File: config.mk
export PLATFORM = sky130hd
export DESIGN_NAME = apb_master
export DESIGN_NICKNAME = d
export VERILOG_FILES = /design/src/rtl/apb_pkg.sv /design/src/rtl/apb_master.sv
export SDC_FILE = /design/constraint.sdc
export NUM_CORES = 1
export LEC_CHECK = 0
export ABC_AREA = 1
export BUFFER_PORTS_ARGS = -buffer_cell sky130_fd_sc_hd__buf_2
export CAP_MARGIN = 30
export CORE_MARGIN = 3
export CORE_UTILIZATION = 35
export CTS_CLUSTER_DIAMETER = 60
export DETAILED_ROUTE_END_ITERATION = 16
export PLACE_DENSITY = 0.73
export SYNTH_ARGS = -nofsm -noshare
export SYNTH_HDL_FRONTEND = slang
export SYNTH_SLANG_ARGS = --single-unit
File: constraint.sdc
create_clock -name PCLK -period 3.32 [get_ports PCLK]
set_input_delay 0.166 -clock PCLK [delete_from_list [all_inputs] [get_ports PCLK]]
set_output_delay 0.166 -clock PCLK [all_outputs]
set_load 0.05 [all_outputs]
File: src/rtl/apb_pkg.sv
// Shared APB master definitions: FSM state encoding and parameter defaults.
// Latency: n/a (types and constants only).
// Backpressure: n/a.
package apb_pkg;

    localparam int APB_ADDR_W  = 8;
    localparam int APB_DATA_W  = 21;
    localparam int APB_TIMEOUT = 32;

    typedef enum logic [1:0] {
        IDLE   = 2'd0,
        SETUP  = 2'd1,
        ACCESS = 2'd2
    } apb_state_t;

endpackage

File: src/rtl/apb_master.sv
// APB master: turns cmd_* requests into one APB transfer each, with a response pulse and a timeout abort.
// Latency: accept at cycle N -> SETUP N+1 -> ACCESS N+2.. -> rsp_valid one cycle after the last ACCESS cycle.
// Backpressure: cmd_ready only in IDLE or in the ACCESS cycle with PREADY; rsp has no ready and is a one-cycle pulse.
//
// Ports:
//   PCLK, PRESET                   clock, async-assert active-low reset (deassertion assumed already synchronised)
//   cmd_valid/ready/write/addr/wdata/wait   command side
//   rsp_valid/rdata/err            response side; rdata/err hold between pulses
//   PSEL, PENABLE, PWRITE, PADDR, PWDATA, PWAIT, PREADY, PRDATA   APB side
module apb_master
    import apb_pkg::*;
#(
    parameter int ADDR_W  = APB_ADDR_W,
    parameter int DATA_W  = APB_DATA_W,
    parameter int TIMEOUT = APB_TIMEOUT
) (
    input  logic              PCLK,
    input  logic              PRESET,
    input  logic              cmd_valid,
    output logic              cmd_ready,
    input  logic              cmd_write,
    input  logic [ADDR_W-1:0] cmd_addr,
    input  logic [DATA_W-1:0] cmd_wdata,
    input  logic [3:0]        cmd_wait,
    output logic              rsp_valid,
    output logic [DATA_W-1:0] rsp_rdata,
    output logic              rsp_err,
    output logic              PSEL,
    output logic              PENABLE,
    output logic              PWRITE,
    output logic [ADDR_W-1:0] PADDR,
    output logic [DATA_W-1:0] PWDATA,
    output logic [3:0]        PWAIT,
    input  logic              PREADY,
    input  logic [DATA_W-1:0] PRDATA
);

    localparam int               CNT_W    = $clog2(TIMEOUT);
    localparam logic [CNT_W-1:0] CNT_LAST = CNT_W'(TIMEOUT - 1);

    apb_state_t       state;
    apb_state_t       state_nxt;
    logic [CNT_W-1:0] tmo_cnt;
    logic             accept;
    logic             done;
    logic             expire;

    // Next-state and APB control decode. PREADY in the terminal ACCESS cycle
    // takes priority over the timeout, and an expiring transfer never raises
    // cmd_ready, so a timeout cannot chain straight into a new command.
    always_comb begin
        state_nxt = state;
        cmd_ready = 1'b0;
        PSEL      = 1'b0;
        PENABLE   = 1'b0;
        done      = 1'b0;
        expire    = 1'b0;
        case (state)
            IDLE: begin
                cmd_ready = 1'b1;
                if (cmd_valid) state_nxt = SETUP;
            end
            SETUP: begin
                PSEL      = 1'b1;
                state_nxt = ACCESS;
            end
            ACCESS: begin
                PSEL    = 1'b1;
                PENABLE = 1'b1;
                if (PREADY) begin
                    done      = 1'b1;
                    cmd_ready = 1'b1;
                    state_nxt = cmd_valid ? SETUP : IDLE;
                end else if (tmo_cnt == CNT_LAST) begin
                    expire    = 1'b1;
                    state_nxt = IDLE;
                end
            end
            default: state_nxt = IDLE;
        endcase
    end

    assign accept = cmd_valid & cmd_ready;

    always_ff @(posedge PCLK or negedge PRESET) begin
        if (!PRESET) begin
            state     <= IDLE;
            PADDR     <= '0;
            PWDATA    <= '0;
            PWRITE    <= 1'b0;
            PWAIT     <= '0;
            tmo_cnt   <= '0;
            rsp_valid <= 1'b0;
            rsp_rdata <= '0;
            rsp_err   <= 1'b0;
        end else begin
            state <= state_nxt;

            // Request fields only change on acceptance, so they stay stable
            // through SETUP and every ACCESS cycle of the transfer.
            if (accept) begin
                PADDR   <= cmd_addr;
                PWDATA  <= cmd_wdata;
                PWRITE  <= cmd_write;
                PWAIT   <= cmd_wait;
                tmo_cnt <= '0;
            end else if (state == ACCESS && !PREADY && !expire) begin
                tmo_cnt <= tmo_cnt + 1'b1;
            end

            rsp_valid <= done | expire;
            if (done) begin
                // PWRITE here is still the completing transfer's direction.
                rsp_rdata <= PWRITE ? '0 : PRDATA;
                rsp_err   <= 1'b0;
            end else if (expire) begin
                rsp_rdata <= '0;
                rsp_err   <= 1'b1;
            end
        end
    end

endmodule

==> flow_summary.json <==
{
  "crit_top_cell": "nand2_2",
  "utilization_pct": 48.3,
  "worst_slew_pin_slew_ns": 0.799,
  "finalMaxSlewViolations": 0,
  "critical_path.slowest_cell": "dfrtp_1",
  "clock_latency_ns": 0.33,
  "die_area_um2": 8670,
  "grt_util_all_layers_pct": 14.4,
  "setup_viol": 0,
  "worstPathCellList": "inv_1 -> ha_1 -> nand2_2 -> nand2_2 -> nand2_2 -> buf_4 -> inv_4 -> nand2_1 -> o21ai_0",
  "dr.pass1.iters": 5,
  "path_class": "reg -> reg",
  "instances_no_fill": 520,
  "n_fill_cell": 735,
  "cts.clk_slew.worst_paths_ns": 0.07,
  "crit_required_ns": 3.50,
  "cts_sinks": 64,
  "synth_enable_flop_cells": 0,
  "r2r-start": "state[0]",
  "grt_max_degree": 40,
  "path_buf_inv": 3,
  "cp_top_family": "buffers and inverters",
  "numCtsBuffers": 9,
  "ys.flop_type": "dfrtp_1",
  "hold_class": "in -> reg",
  "max_freq_mhz": 461,
  "p_sw_share_pct": 53.5,
  "rsz0062_at_grt": "false",
  "yosysWarnings": 0,
  "ant_nets": 0,
  "core_area_um2": 7290,
  "fin_crit_sh_pct": 65.4,
  "multi_input_area_um2": 921,
  "ctsResizeCount": 0,
  "first_iter_violations": 94,
  "min-delay-start": "cmd_wdata[17]",
  "nNetsFinal": 481,
  "clockRootBuffer": "clkbuf_8",
  "hold_violations": 0,
  "io_pins": 119,
  "routed_wl_um": 6120,
  "power_density_nw_per_um2": 1200,
  "power_frac_clock_pct": 16.0,
  "synth_cell_type_count": 18,
  "yosys_register_bits": 64,
  "die_x_um": 93.1,
  "crit_start": "state[0]",
  "syn_nets": 363,
  "critPathMaxFanout": 39,
  "finClkSkew_ns": 0.00464,
  "cts_tree": "yes",
  "yosysSeqAreaShare_pct": 60.3,
  "p_sw_w": 0.00227,
  "ys_top_cells_by_area": "dfrtp_1, nand2_1, nand3_1",
  "synth_common_cells": "nand2_1, dfrtp_1, nand3_1",
  "p_comb_share_pct": 53.4,
  "async_flop_share_pct": 100,
  "htreeDepth": 3,
  "avgSynthCellArea_um2": 8.91,
  "start_kind": "register",
  "gp_congestion": 0.780,
  "cp.arrival_ns": 2.35,
  "die_h_um": 93.1,
  "slew_headroom_pct": 46.6,
  "ff_latch_area_um2": 1600,
  "n_antenna_cell": 0,
  "grt_pass1_wl_um": 9980,
  "timing.setup.tns_ns": 0,
  "cts.path.max_buffers": 2,
  "grt_pass1_vias": 2165,
  "seqPwrFrac_pct": 30.6,
  "synth_most_common_cell": "nand2_1",
  "drive_gt1_share_pct": 34.0,
  "synth_area_um2": 2660,
  "syn_inst": 298,
  "dp_cells": 503,
  "place_area_um2": 3310,
  "gr-total-overflow": 0,
  "antenna_found_initial": 0,
  "postCtsSetupRepairBufs": 0,
  "design_area_um2": 3520,
  "yosysTopAreaCellShare_pct": 60.3,
  "p_int_w": 0.00197,
  "synthToLayoutAreaGrowth_pct": 32.8,
  "drt-wirelength-per-cell_um": 11.8,
  "initial_core_util_pct": 36.4,
  "fin_crit_ns": 2.17,
  "dp_hpwl_um": 4350,
  "cap_violations": 0,
  "end_kind": "register",
  "core.rowCount": 31,
  "via_count": 2278,
  "synth_top_area_cell": "dfrtp_1",
  "peakVddDrop_mv": 0.710,
  "viasPerCell": 4.38,
  "critical-path-max-stage-delay_ns": 0.39,
  "port_buffers": 118,
  "drc": 0,
  "p_leak_nw": 2.07,
  "outcome": "finished clean"
}
[per-stage QoR]
stage,worst slack (ns),hold slack [ns],total power (W)
floorplan,1.24,-0.130,0.00309
global placement,1.18,0.363,0.00355
detailed placement,1.12,0.108,0.00359
CTS,1.11,0.0102,0.00429
global route,0.887,0.0209,0.00450
finish,1.15,0.0274,0.00423
[final timing paths]
| path | endpoint | slack (ns) | cells past startpoint |
|---|---|---|---|
| min reg2reg | PWDATA[4] | 0.48 | 2 |
| min in group asynchronous | rsp_rdata[16] | 0.28 | 2 |
| max in group asynchronous | PWDATA[11] | 2.23 | 4 |
| max reg2reg | PWRITE | 1.15 | 9 |
| min | PWDATA[17] | 0.03 | 3 |
| max | PWRITE | 1.15 | 9 |
[registers in the layout, summed over array words and instances, names as in the netlist]
register   flops
PADDR          8
rsp_rdata     21
PWDATA        21
rsp_valid      1
PWRITE         1
state          2
rsp_err        1
PWAIT          4
tmo_cnt        5
[worst register-to-register path: cells and delay by family (launching register included)]
family,cells,cell delay [ns]
buffers and inverters,3,0.67
and+or+nand+nor,4,0.64
DFF,1,0.39
adders and majority gates,1,0.25
AOI/OAI and AO/OA,1,0.07
[layout by cell type, fill, tap and decap left out]
| cell | count |
|---|---|
| nand2_1 | 137 |
| buf_2 | 118 |
| dfrtp_1 | 64 |
| nand3_1 | 45 |
| clkbuf_8 | 11 |
| nor2_1 | 9 |
| inv_1 | 8 |
| ha_1 | 6 |
| o21ai_0 | 4 |
| nand2_2 | 3 |
| a21oi_1 | 3 |
| clkinvlp_4 | 2 |
| clkinv_2 | 2 |
| buf_4 | 2 |
| inv_4 | 1 |
| nor2_2 | 1 |
| or2_2 | 1 |
| nand4_1 | 1 |
| bufinv_16 | 1 |
| dlygate4sd3_1 | 1 |
| buf_12 | 1 |
[per-layer routing]
layer	vias up	GRT usage, %	wire length (µm)
met5	-	0	0
li1	1175	-	-
met4	0	6.35	104
met1	1002	18.5	2740
met3	10	3.78	519
met2	91	23.0	2760
[power by group through the flow]
stage               clock (W)  sequential, W  combinational [W]
floorplan                   0        0.00240           0.000685
global placement            0        0.00130            0.00225
detailed placement          0        0.00130            0.00229
CTS                  0.000705        0.00130            0.00229
global route         0.000742        0.00133            0.00242
finish               0.000679        0.00130            0.00226
[cell type report]
type	count	share of cell area, %
Sequential cell	64	45.4
Multi-Input combinational cell	210	26.1
Timing Repair Buffer	122	18.0
Clock buffer	11	4.30
Tap cell	99	3.51
Clock inverter	5	1.56
Inverter	9	1.03
[logic make-up (layout without fill, tap and decap cells)]
| logic type | Yosys count | after routing | synth area share [%] |
|---|---|---|---|
| AO/OA/AOI/OAI | 7 | 7 | 1.32 |
| adder cells (fa/ha/maj) | 6 | 6 | 2.83 |
| buffers and inverters | 24 | 147 | 5.00 |
| flip-flops | 64 | 64 | 60.3 |
| AND/OR/NAND/NOR | 197 | 197 | 30.5 |
[timing repair]
action,in CTS,in global routing
hold buffers,1,0
setup endpoints to repair,0,0
endpoints found under the hold margin,15,0
(Power assumes the default switching activity.)
